File: config.mk
export PLATFORM = sky130hd
export DESIGN_NAME = fft_peak_track
export DESIGN_NICKNAME = d
export VERILOG_FILES = /design/src/rtl/fft_peak_track.sv
export SDC_FILE = /design/constraint.sdc
export NUM_CORES = 1
export LEC_CHECK = 0
export ABC_CLOCK_PERIOD_IN_PS = 3300
export BUFFER_PORTS_ARGS = -buffer_cell sky130_fd_sc_hd__buf_4
export CAP_MARGIN = 20
export CORE_MARGIN = 2
export CORE_UTILIZATION = 55
export DETAILED_ROUTE_END_ITERATION = 12
export GPL_ROUTABILITY_DRIVEN = 1
export GPL_TIMING_DRIVEN = 0
export HOLD_SLACK_MARGIN = 0.03
export PLACE_DENSITY = 0.86
export SLEW_MARGIN = 20
export SYNTH_ARGS = -nofsm -noshare
export SYNTH_HDL_FRONTEND = slang
export SYNTH_SLANG_ARGS = --single-unit
File: constraint.sdc
create_clock -name clk_50m -period 3.3 [get_ports clk_50m]
set_input_delay 0.66 -clock clk_50m [delete_from_list [all_inputs] [get_ports clk_50m]]
set_output_delay 0.66 -clock clk_50m [all_outputs]
set_load 0.005 [all_outputs]
File: src/rtl/fft_peak_track.sv
// fft_peak_track
// ---------------------------------------------------------------------------
// Spectrum peak tracker for the FFT chain. It takes one unsigned magnitude
// bin per valid beat, frame-aligned by mag_last. It finds the largest and
// second-largest bins inside [SKIP_LO, KMAX] (DC excluded) and converts
// both bin indices to frequency (idx * FREQ_STEP, saturating). It then
// publishes the results. It runs single-shot (armed by start) or
// continuously (mode_cont).
//
// Ports
//   clk_50m     in   system clock
//   rst_n       in   synchronous active-low reset
//   start       in   one-cycle rearm pulse; clears results and frame_err
//   mode_cont   in   1 = re-arm after every result, 0 = single shot
//   mag_data    in   bin magnitude (unsigned, MAG_W)
//   mag_valid   in   beat qualifier
//   mag_last    in   last bin of the frame (qualified by mag_valid)
//   peak1_freq  out  largest-peak frequency (FREQ_W)
//   peak1_mag   out  largest-peak magnitude (MAG_W)
//   peak2_freq  out  second-peak frequency (FREQ_W)
//   peak2_mag   out  second-peak magnitude (MAG_W)
//   freq_valid  out  level: published results are valid
//   freq_upd    out  one-cycle pulse when results are refreshed
//   busy        out  high while arming, searching or converting
//   frame_err   out  sticky frame-length error
// ---------------------------------------------------------------------------
module fft_peak_track #(
    parameter int MAG_W     = 16,
    parameter int NFFT      = 8192,
    parameter int IDX_W     = 13,
    parameter int SKIP_LO   = 2,
    parameter int HALF_ONLY = 1,
    parameter int FREQ_STEP = 8,
    parameter int FREQ_W    = 16
) (
    input  logic              clk_50m,
    input  logic              rst_n,
    input  logic              start,
    input  logic              mode_cont,
    input  logic [MAG_W-1:0]  mag_data,
    input  logic              mag_valid,
    input  logic              mag_last,
    output logic [FREQ_W-1:0] peak1_freq,
    output logic [MAG_W-1:0]  peak1_mag,
    output logic [FREQ_W-1:0] peak2_freq,
    output logic [MAG_W-1:0]  peak2_mag,
    output logic              freq_valid,
    output logic              freq_upd,
    output logic              busy,
    output logic              frame_err
);

    localparam int KMAX   = (HALF_ONLY != 0) ? (NFFT / 2 - 1) : (NFFT - 1);
    localparam int PROD_W = IDX_W + $clog2(FREQ_STEP + 1);
    // One spare bit over the wider of product/output so the saturation
    // compare never truncates.
    localparam int CALC_W = ((PROD_W > FREQ_W) ? PROD_W : FREQ_W) + 1;

    localparam logic [IDX_W-1:0]  LAST_BIN = IDX_W'(NFFT - 1);
    localparam logic [IDX_W-1:0]  KMAX_BIN = IDX_W'(KMAX);
    localparam logic [IDX_W-1:0]  SKIP_BIN = IDX_W'(SKIP_LO);
    localparam logic [CALC_W-1:0] FREQ_MAX = {{(CALC_W - FREQ_W){1'b0}}, {FREQ_W{1'b1}}};

    typedef enum logic [2:0] {
        S_IDLE,
        S_ARM,
        S_SEARCH,
        S_CALC,
        S_DONE
    } state_t;

    state_t            state_q, state_d;
    logic [IDX_W-1:0]  bin_cnt_q, bin_cnt_d;
    logic [MAG_W-1:0]  p1_mag_q, p1_mag_d, p2_mag_q, p2_mag_d;
    logic [IDX_W-1:0]  p1_idx_q, p1_idx_d, p2_idx_q, p2_idx_d;
    logic [FREQ_W-1:0] peak1_freq_q, peak1_freq_d, peak2_freq_q, peak2_freq_d;
    logic [MAG_W-1:0]  peak1_mag_q, peak1_mag_d, peak2_mag_q, peak2_mag_d;
    logic              freq_valid_q, freq_valid_d;
    logic              frame_err_q, frame_err_d;

    logic at_end;
    logic early_last;
    logic missing_last;
    logic eligible;
    logic search_beat;

    // Full-width product, clamped to all ones when it does not fit FREQ_W.
    function automatic logic [FREQ_W-1:0] to_freq(input logic [IDX_W-1:0] idx);
        logic [CALC_W-1:0] prod;
        prod = CALC_W'(idx) * CALC_W'(FREQ_STEP);
        return (prod > FREQ_MAX) ? {FREQ_W{1'b1}} : prod[FREQ_W-1:0];
    endfunction

    assign at_end       = (bin_cnt_q == LAST_BIN);
    assign early_last   = mag_valid && mag_last && !at_end;
    assign missing_last = mag_valid && !mag_last && at_end;
    assign eligible     = (bin_cnt_q >= SKIP_BIN) && (bin_cnt_q <= KMAX_BIN);
    // The bin-0 beat that releases ARM is treated as a search beat too.
    assign search_beat  = mag_valid &&
                          ((state_q == S_SEARCH) || ((state_q == S_ARM) && (bin_cnt_q == '0)));

    always_comb begin
        state_d      = state_q;
        bin_cnt_d    = bin_cnt_q;
        p1_mag_d     = p1_mag_q;
        p1_idx_d     = p1_idx_q;
        p2_mag_d     = p2_mag_q;
        p2_idx_d     = p2_idx_q;
        peak1_freq_d = peak1_freq_q;
        peak1_mag_d  = peak1_mag_q;
        peak2_freq_d = peak2_freq_q;
        peak2_mag_d  = peak2_mag_q;
        freq_valid_d = freq_valid_q;
        frame_err_d  = frame_err_q;

        // Frame-position counter runs in every state.
        if (mag_valid) begin
            bin_cnt_d = (mag_last || at_end) ? '0 : bin_cnt_q + IDX_W'(1);
        end
        if (early_last || missing_last) begin
            frame_err_d = 1'b1;
        end

        // Strict compares: on equal magnitudes the earlier bin is kept.
        if (search_beat && eligible) begin
            if (mag_data > p1_mag_q) begin
                p2_mag_d = p1_mag_q;
                p2_idx_d = p1_idx_q;
                p1_mag_d = mag_data;
                p1_idx_d = bin_cnt_q;
            end else if (mag_data > p2_mag_q) begin
                p2_mag_d = mag_data;
                p2_idx_d = bin_cnt_q;
            end
        end

        unique case (state_q)
            S_IDLE: begin
                if (mode_cont) state_d = S_ARM;
            end
            S_ARM: begin
                if (mag_valid && (bin_cnt_q == '0) && !early_last) state_d = S_SEARCH;
            end
            S_SEARCH: begin
                if (early_last)                 state_d = S_ARM;
                else if (mag_valid && at_end)   state_d = S_CALC;
            end
            S_CALC: begin
                // Output registers load on the way into DONE, so the DONE
                // cycle is the one that presents fresh results.
                peak1_freq_d = to_freq(p1_idx_q);
                peak2_freq_d = to_freq(p2_idx_q);
                peak1_mag_d  = p1_mag_q;
                peak2_mag_d  = p2_mag_q;
                freq_valid_d = 1'b1;
                state_d      = S_DONE;
            end
            S_DONE: begin
                state_d = mode_cont ? S_ARM : S_IDLE;
            end
            default: state_d = S_IDLE;
        endcase

        // start wins over everything, including a frame end or result load.
        if (start) begin
            state_d      = S_ARM;
            freq_valid_d = 1'b0;
            frame_err_d  = 1'b0;
            peak1_freq_d = '0;
            peak1_mag_d  = '0;
            peak2_freq_d = '0;
            peak2_mag_d  = '0;
        end

        // Every (re)entry to ARM starts the search from an empty peak set.
        if (state_d == S_ARM) begin
            p1_mag_d = '0;
            p1_idx_d = '0;
            p2_mag_d = '0;
            p2_idx_d = '0;
        end
    end

    always_ff @(posedge clk_50m) begin
        if (!rst_n) begin
            state_q      <= S_IDLE;
            bin_cnt_q    <= '0;
            p1_mag_q     <= '0;
            p1_idx_q     <= '0;
            p2_mag_q     <= '0;
            p2_idx_q     <= '0;
            peak1_freq_q <= '0;
            peak1_mag_q  <= '0;
            peak2_freq_q <= '0;
            peak2_mag_q  <= '0;
            freq_valid_q <= 1'b0;
            frame_err_q  <= 1'b0;
        end else begin
            state_q      <= state_d;
            bin_cnt_q    <= bin_cnt_d;
            p1_mag_q     <= p1_mag_d;
            p1_idx_q     <= p1_idx_d;
            p2_mag_q     <= p2_mag_d;
            p2_idx_q     <= p2_idx_d;
            peak1_freq_q <= peak1_freq_d;
            peak1_mag_q  <= peak1_mag_d;
            peak2_freq_q <= peak2_freq_d;
            peak2_mag_q  <= peak2_mag_d;
            freq_valid_q <= freq_valid_d;
            frame_err_q  <= frame_err_d;
        end
    end

    assign peak1_freq = peak1_freq_q;
    assign peak1_mag  = peak1_mag_q;
    assign peak2_freq = peak2_freq_q;
    assign peak2_mag  = peak2_mag_q;
    assign freq_valid = freq_valid_q;
    assign frame_err  = frame_err_q;
    assign freq_upd   = (state_q == S_DONE);
    assign busy       = (state_q == S_ARM) || (state_q == S_SEARCH) || (state_q == S_CALC);

endmodule

# --- After elaboration in Yosys (flattened, before gate mapping) ---
# Cells that the tools add are included.
word_totals:
  out_inout_bits: 68
  elab_cells: 66
  regBits: 140
classes:
  order_cmp: 6
  n_bitwise: 1
  eq_ne: 6
  muxes: 14
  n_reduce_logical: 26
  add_sub_neg: 1
ops:
  columns: ["cell", "n"]
  rows:
  - ["16-bit 2-to-1 mux", 4]
  - ["13-bit 2-to-1 mux", 3]
  - ["16-bit > comparator", 2]
  - ["16-bit > comparator (second input constant)", 2]
  - ["3-bit 2-to-1 mux", 5]
  - ["3-bit one-hot mux with 5 select lines", 1]
  - ["13-bit by 1-bit adder with 13-bit output (second input constant)", 1]
  - ["13-bit equality test (second input constant)", 1]
  - ["13-bit by 2-bit >= comparator with 1-bit output (second input constant)", 1]
  - ["13-bit by 12-bit less-or-equal comparator with 1-bit output (second input constant)", 1]
  - ["13-bit logical NOT", 1]
  - ["1-bit logical AND", 11]
  - ["3-bit by 1-bit equality test with 1-bit output (second input constant)", 2]
  - ["3-bit by 2-bit equality test with 1-bit output (second input constant)", 2]
  - ["1-bit logical OR", 5]
  - ["2-bit AND reduction", 2]
  - ["2-bit OR reduction", 2]
  - ["3-bit equality test (second input constant)", 1]
  - ["1-bit logical NOT", 3]
  - ["3-bit logical NOT", 1]
  - ["2-bit nonzero test", 1]
  - ["1-bit 2-to-1 mux", 1]
  - ["1-bit inverter", 1]

# --- Depth between registers and ports, before layout ---
# Gate-level depths: netlist (run 1).
depth:
  depth_word: 10
  ltp_mapped: 11
  depth_no_buf: 9

# --- Worst setup path before layout (run 1) ---
# No wires, ideal clock.
synth_timing:
  kind: "input-to-reg"
  start: "input mag_data[13]"
  end: "register p2_mag_q[10]"
  required_ps: 3154
  path_buffers: 2
  arrival_time_ps: 2694
  path_slack_ps: 460
  cell_stages: 10
  cell_sequence: "ha_1 a21o_1 a21o_1 a2111o_1 o31ai_4 buf_4 buf_2 nor2_1 a21oi_1 a211oi_2"
synth_between:
  elab_chain_cells: 3
synth_rtl:
  columns: ["element", "line", "source"]
  rows:
  - ["start: declaration", "40", "input logic [MAG_W-1:0] mag_data,"]
  - ["16-bit > comparator, on equally long branches", "126, 131", null]
  - ["2-bit nonzero test (no line)", null, null]
  - ["2-bit AND reduction (no line)", null, null]
  - ["end signal: assignment", "203", "p2_mag_q <= p2_mag_d;"]
  - ["end: declaration", "74", "logic [MAG_W-1:0] p1_mag_q, p1_mag_d, p2_mag_q, p2_mag_d;"]
# Parallel ways exist; a longest one is shown, timed or not.
# A chain may end at the register's enable or synchronous reset.

# --- Final worst setup path (run 1) ---
layout_timing:
  start: "register p1_mag_q[13]"
  end: "register p2_idx_q[10]"
layout_between:
  elab_chain_cells: 3
layout_rtl:
  columns: ["element", "line", "source"]
  rows:
  - ["start: declaration", "74", null]
  - ["start signal: assignment", "201", "p1_mag_q <= p1_mag_d;"]
  - ["16-bit > comparator (*)", "126", "if (mag_data > p1_mag_q) begin"]
  - ["2-bit nonzero test (no line)", null, null]
  - ["2-bit AND reduction (no line)", null, null]
  - ["end signal: assignment", "204", "p2_idx_q <= p2_idx_d;"]
  - ["end: declaration", "75", "logic [IDX_W-1:0] p1_idx_q, p1_idx_d, p2_idx_q, p2_idx_d;"]
# Every way passes the cells marked *; elsewhere a longest branch is shown, timed or not.

==> run metrics, run 1 <==
max cap viols=0; DIE HEIGHT=111 µm; Die Footprint=12300 µm²; Pins Over Slew Limit=0; CP startpoint kind=flip-flop; total routed wirelength=15700 µm; Mapped Area=6270 µm²; I/O pin count=90; crit-path cells=inv_1 -> ha_1 -> a21o_1 -> a21o_1 -> a2111o_1 -> o31ai_4 -> clkbuf_1 -> mux2i_1 -> a211oi_2; most used cell, CP=a21o_1; Final ANT Viol Nets=0; total CTS buffers=17; Antenna Cells=0; Clock Path Buffers=2; area leader, netlist=dfxtp_1; CTS hold repair buffers=0; vias per cell=5.51; slowest stage cell, crit path=clkbuf_1; share of post-route cells with drive strength above 1=19.6%; Pwr Density=490 nW/µm²; Internal=2.95 mW; H-Tree Level Count=4; register area share after synthesis=42.8%; clk sinks=134; main area contributors after synthesis=dfxtp_1 (43%), nand2_1 (8.1%), a21oi_1 (7.1%), ha_1 (7.0%), nor2_1 (6.2%); Setup Buffers After CTS=0; Worst Setup End Kind=flip-flop; most numerous cell in the Yosys netlist=nand2_1; Post-synth EDFFs=0; CTS root buf=clkbuf_16; RSZ-0062 raised after global routing=false; final hold vios=0; Synth async-reset ratio=0%; Final Power=3.77 mW; slowest stage delay, CP=0.52 ns; Core Util, Final=68.3%; DR vias=5500; Synth top cells by count=nand2_1 (136), dfxtp_1 (134), nor2_1 (104); Min Clock Period, post-route=3.01 ns; drt pass-1 iters=5; top_reg_cell synth=dfxtp_1; CTS clk-pin slew, worst paths=0.05 ns; largest net degree at the start of global routing=17; fillers=891; status=complete, no violations; number of global-route vias before repair=5399; final net count=901; post-route design area=7690 µm²; Leak=2.74 nW; Resized Gates After CTS=0; worst-margin pin slew=0.783 ns; GRT Residual Overflow=0; Net Sw Power=0.813 mW; Post-DP Area=7090 µm²; hold slack=0.453 ns; Yosys cell types=48; Syn Inst Count=738; mean area per synthesized cell=8.50 µm²; DR iter-0 viols=326; post-route setup slack=0.292 ns; core area=11300 µm²; WP data required=3.58 ns; max frequency=332 MHz; Final Wtd Congestion=0.873; PortBufs=82; chip width=111 µm; later-pin clock latency in the skew report=0.42 ns; top cell type's share of synthesized area=42.8%; first-pass GRT wire length=25700 µm; Tcrit/Tclk final=91.2%; Rel. slew slack=47.5%; clock network fraction of total power=51.0%; GRT Util Overall=26.2%; Final setup viols=0; largest fanout on the critical path=10; DRC=0; Comb pwr share=5.8%; min-delay worst type=reg -> reg; CP Class=reg -> reg; sequential share of power=43.2%; Worst EP arrival=3.28 ns; initial antenna violation count=0; Seq cells post-synth=134; Sw Ratio=21.6%; routed wire length per instance=15.7 µm; Starting Density=55.7%; Clock Skew=0.00910 ns; CTS tree=yes; Area growth syn-to-layout=22.6%; worst vdd ir=0.000374 V; Ys Warns=0; pre-CTS setup slack=-0.0373 ns; Rows=39; DP HPWL=11200 µm
logic make-up after synthesis:
family | count (synthesis) | share of synthesized area [%]
AO/OA/AOI/OAI | 146 | 16.6
XOR/XNOR | 9 | 1.26
adder cells (fa/ha/maj) | 35 | 6.98
buffers and inverters | 89 | 7.00
flip-flops | 134 | 42.8
multiplexers | 38 | 6.06
other | 1 | 0.0598
AND/OR/NAND/NOR | 286 | 19.3
cell usage in the layout, fill, tap and decap left out, types with 2 or more instances in the layout:
cell type / instances
a211oi_2: 28
a21o_1: 4
a21oi_1: 89
and2_1: 2
and4_1: 5
buf_1: 2
buf_2: 5
buf_4: 90
buf_6: 7
bufinv_16: 3
clkbuf_1: 30
clkbuf_16: 17
clkbuf_8: 4
clkinv_2: 4
clkinvlp_4: 2
conb_1: 6
dfxtp_1: 134
ha_1: 35
inv_1: 36
mux2i_1: 38
nand2_1: 136
nand2b_1: 4
nand3_1: 5
nand4_1: 10
nor2_1: 104
nor2b_1: 3
nor3_1: 5
nor4_1: 4
o211ai_1: 2
o21a_1: 2
o21ai_0: 8
o31ai_1: 2
or3_1: 2
xnor2_1: 3
xor2_1: 6
worst max-delay path: cells and delay by family (launching register included):
kind / cells / cell delay (ns)
AOI/OAI and AO/OA: 5 / 1.25
DFF: 1 / 0.34
adders and majority gates: 1 / 0.30
muxes: 1 / 0.39
buffers and inverters: 2 / 0.59
final cells by class:
cell class                 count  area, µm²  area share [%]
clock buffer                  21        480            6.24
sequential                   134       2680            34.9
buffer                        53        304            3.95
timing repair buffer          82        616            8.00
inverter                      36        135            1.76
tap                          143        179            2.33
multi-input combinational    520       3170            41.2
clock inverter                 9        125            1.63
sequential cells by signal (all words and copies together) (netlist names):
register	cells
p2_idx_q	13
p2_mag_q	16
bin_cnt_q	13
peak2_freq	13
freq_valid	1
frame_err	1
p1_idx_q	13
peak1_mag	16
peak2_mag	16
state_q	3
peak1_freq	13
p1_mag_q	16
per-stage QoR:
stage / setup TNS (ns) / std cells
5_1_grt: 0 / 998
4_1_cts: 0 / 998
3_5_place_dp: -0.0373 / 968
6_report: 0 / 998
3_3_place_gp: 0 / 968
2_1_floorplan: 0 / 743
worst paths after layout:
kind         cells after the start         start  slack, ns            to
max reg2reg                      9  p1_mag_q[13]       0.29  p2_idx_q[10]
min                              2  peak1_mag[6]       0.45  peak1_mag[6]
max                              9  p1_mag_q[13]       0.29  p2_idx_q[10]
min reg2reg                      2  peak1_mag[6]       0.45  peak1_mag[6]
metal layers:
layer | routed length (µm) | GRT usage (%) | vias to the layer above
li1 | - | - | 2686
met1 | 6600 | 31.1 | 2588
met2 | 7760 | 44.3 | 179
met3 | 838 | 6.40 | 47
met4 | 462 | 12.8 | 0
met5 | 0 | 0 | -
power groups by stage:
| stage | clock (mW) | combinational (mW) | sequential, mW |
|---|---|---|---|
| 6_report | 1.92 | 0.218 | 1.63 |
| 5_1_grt | 2.02 | 0.241 | 1.63 |
| 4_1_cts | 1.95 | 0.215 | 1.63 |
| 3_5_place_dp | 0 | 0.212 | 1.66 |
| 3_3_place_gp | 0 | 0.208 | 1.66 |
| 2_1_floorplan | 0 | 0.139 | 1.66 |
(Power assumes the default switching activity.)
==> run 2, diff against run 1 <==
--- a/config.mk
+++ b/config.mk
@@ -8,6 +8,7 @@
 export ABC_CLOCK_PERIOD_IN_PS = 3300
 export BUFFER_PORTS_ARGS = -buffer_cell sky130_fd_sc_hd__buf_4
 export CAP_MARGIN = 20
+export CORE_ASPECT_RATIO = 2
 export CORE_MARGIN = 2
 export CORE_UTILIZATION = 55
 export DETAILED_ROUTE_END_ITERATION = 12
==> run 2 against run 1 <==
Clock power is 6% higher. Die area grew 0.42%. First-iteration DRC count is 0.31% higher. Register-to-register slack worse by 0.14 ns. Via count up 3.0%. Wire length is 11% higher. Global-route usage rose by 2.7 points. Clock skew fell by 0.0011 ns. Fmax shrank 4.3%. Critical path type unchanged. Largest cell class unchanged.
==> run metrics, run 2 (synthesis results as in run 1) <==
met1 Use GR=27.4% (-3.7 points); Pins Over Slew Limit=0 (unchanged); later-pin clock latency in the skew report=0.42 ns (about the same); Reg2Reg Setup Slack=0.16 ns (-0.14 ns); non-filler cells, final=999 (+0.10%); Tcrit/Tclk final=95.3% (+4.1 points); final hold vios=0 (unchanged); CP startpoint kind=flip-flop; CP Class=reg -> reg; Final ANT Viol Nets=0 (unchanged); GRT Util Overall=28.8% (+2.7 points); Register-to-Register Path Depth=10 (+1); most common cell after layout, fill and taps aside=nand2_1; max frequency=318 MHz (-4.3%); slowest stage delay, CP=0.51 ns (about the same); Leak=2.75 nW (+0.43%); initial antenna violation count=0 (unchanged); WP data required=3.57 ns (about the same); crit-path cells=inv_1 -> ha_1 -> nand4_1 -> nor4_1 -> a21boi_1 -> o31ai_4 -> a211oi_4 -> buf_6 -> buf_6 -> a211oi_2; routed wire length per instance=17.4 µm (+11%); Hold Path Cell Cnt=2 (unchanged); most used cell, CP=buf_6; vias per cell=5.67 (+2.9%); min-delay worst type=in -> reg; RSZ-0062 raised after global routing=false; number of global-route vias before repair=5698 (+5.5%); pre-CTS setup slack=-0.201 ns (-0.163 ns); Sw Ratio=23.0% (+1.4 points); CP Buf/Inv Count=3 (+1); CTS hold repair buffers=0 (unchanged); area of the multi-input gates=3180 µm² (+0.20%); worst r2r dst=p2_mag_q[11]; max cap viols=0 (unchanged); Comb pwr share=5.7% (about the same); Pwr Density=503 nW/µm² (+2.7%); Net Sw Power=0.895 mW (+10%); GRT Residual Overflow=0 (unchanged); status=complete, no violations; Rows=55 (+41%); core area=11200 µm² (-0.49%); DRC=0 (unchanged); clk sinks=134 (unchanged); layer carrying the most global-route usage=met2; Final Wtd Congestion=0.894 (+2.4%); placed insts=967 (-0.10%); worst-margin pin slew=0.846 ns (+0.0627 ns); largest fanout on the critical path=10 (unchanged); most frequent cells in the layout=nand2_1 (136), dfxtp_1 (134), nor2_1 (104); CP delay by family, top=compound AO/OA/AOI/OAI gates; Starting Density=55.9% (+0.27 points); CTS clk-pin slew, worst paths=0.06 ns (about the same); GR Layer Usage met2=52.8% (+8.5 points); Worst Hold End=state_q[0]; total CTS buffers=17 (unchanged); Area growth syn-to-layout=23.2%; worst vdd ir=0.000471 V (+26%); Worst Setup End Kind=flip-flop; drt pass-1 iters=5 (unchanged); M3 GR Usage=5.34% (-1.1 points); first-pass GRT wire length=27200 µm (+5.5%); final net count=901 (unchanged); DIE HEIGHT=155 µm (+40%); Clock Path Buffers=2 (unchanged); clock network fraction of total power=52.4% (+1.4 points); fillers=857 (-3.8%); H-Tree Level Count=4 (unchanged); sequential share of power=41.9% (-1.3 points); DR iter-0 viols=327 (+0.31%); RR Startpoint=p1_mag_q[15]; Clock Skew=0.00803 ns (-0.00108 ns); post-route setup slack=0.157 ns (-0.135 ns); CTS tree=yes; largest net degree at the start of global routing=17 (unchanged); Register Area=2680 µm² (unchanged); Rel. slew slack=43.3% (-4.2 points); Hold Startpoint=start; Internal=2.99 mW (+1.3%); Antenna Cells=0 (unchanged); DP HPWL=12300 µm (+11%); I/O pin count=90 (unchanged); Worst EP arrival=3.41 ns (+0.13 ns); share of post-route cells with drive strength above 1=20.0% (+0.30 points); slowest stage cell, crit path=nor4_1; Min Clock Period, post-route=3.14 ns (+0.135 ns); Final setup viols=0 (unchanged); DR vias=5665 (+3.0%); Die Footprint=12300 µm² (+0.42%); PortBufs=82 (unchanged); total routed wirelength=17400 µm (+11%); chip width=79.5 µm (-28%); CTS root buf=clkbuf_16
run 2: cell types whose count changed in the layout (fill, tap and decap cells not counted):
| cell | change |
|---|---|
| clkbuf_8 | -3 |
| clkinv_4 | +3 |
| inv_6 | +3 |
| clkinv_2 | -2 |
| a21boi_0 | -1 |
| a21boi_1 | +1 |
| bufinv_16 | +1 |
| nor4_1 | -1 |
| nor4_2 | +1 |
run 2: stage by stage:
| stage | utilization [%] | hold slack, ns | TNS, ns | total power [mW] | cell area (µm²) |
|---|---|---|---|---|---|
| 3_3_place_gp | 63.2 | 0.444 | -3.64 | 1.87 | 7090 |
| 6_report | 68.9 | 0.454 | 0 | 3.89 | 7730 |
| 5_1_grt | 68.9 | 0.467 | 0 | 3.98 | 7730 |
| 3_5_place_dp | 63.2 | 0.447 | -4.62 | 1.88 | 7090 |
| 4_1_cts | 68.9 | 0.451 | 0 | 3.89 | 7720 |
| 2_1_floorplan | - | 0.432 | 0 | 1.80 | 6290 |
run 2: cell type report:
| type | instances | area share, % |
|---|---|---|
| Multi-Input combinational cell | 520 | 41.1 |
| Sequential cell | 134 | 34.7 |
| Timing Repair Buffer | 82 | 7.96 |
| Clock buffer | 18 | 5.68 |
| Buffer | 53 | 3.93 |
| Clock inverter | 14 | 2.56 |
| Tap cell | 142 | 2.30 |
| Inverter | 36 | 1.75 |
run 2: what timing repair did:
| item | 4_1_cts | 5_1_grt |
|---|---|---|
| resized for setup | 0 | 2 |
| buffers inserted | 0 | 0 |
| setup endpoints to repair | 0 | 29 |
run 2: power by group through the flow:
| stage | sequential (mW) | combinational (mW) | clock [mW] |
|---|---|---|---|
| global route | 1.63 | 0.242 | 2.11 |
| floorplan | 1.66 | 0.139 | 0 |
| CTS | 1.63 | 0.219 | 2.04 |
| finish | 1.63 | 0.222 | 2.04 |
| global placement | 1.66 | 0.210 | 0 |
| detailed placement | 1.66 | 0.215 | 0 |
run 2: metal layers:
layer / wire length [µm] / up-vias
li1: - / 2682
met1: 6110 / 2688
met2: 9360 / 218
met3: 798 / 77
met4: 1100 / 0
met5: 0 / -
run 2: worst max-delay path by stage:
stage / startpoint / endpoint / slack [ns] / cells after the start
6_report: p1_mag_q[15] / p2_mag_q[11] / 0.16 / 10
5_1_grt: p2_mag_q[14] / p2_mag_q[11] / 0.05 / 10
4_1_cts: p2_mag_q[13] / p2_mag_q[10] / 0.14 / 10
3_5_place_dp: mag_data[15] / p2_mag_q[10] / -0.20 / 10
3_3_place_gp: mag_data[15] / p2_mag_q[10] / -0.17 / 10
2_1_floorplan: mag_data[13] / p2_mag_q[10] / 0.46 / 10
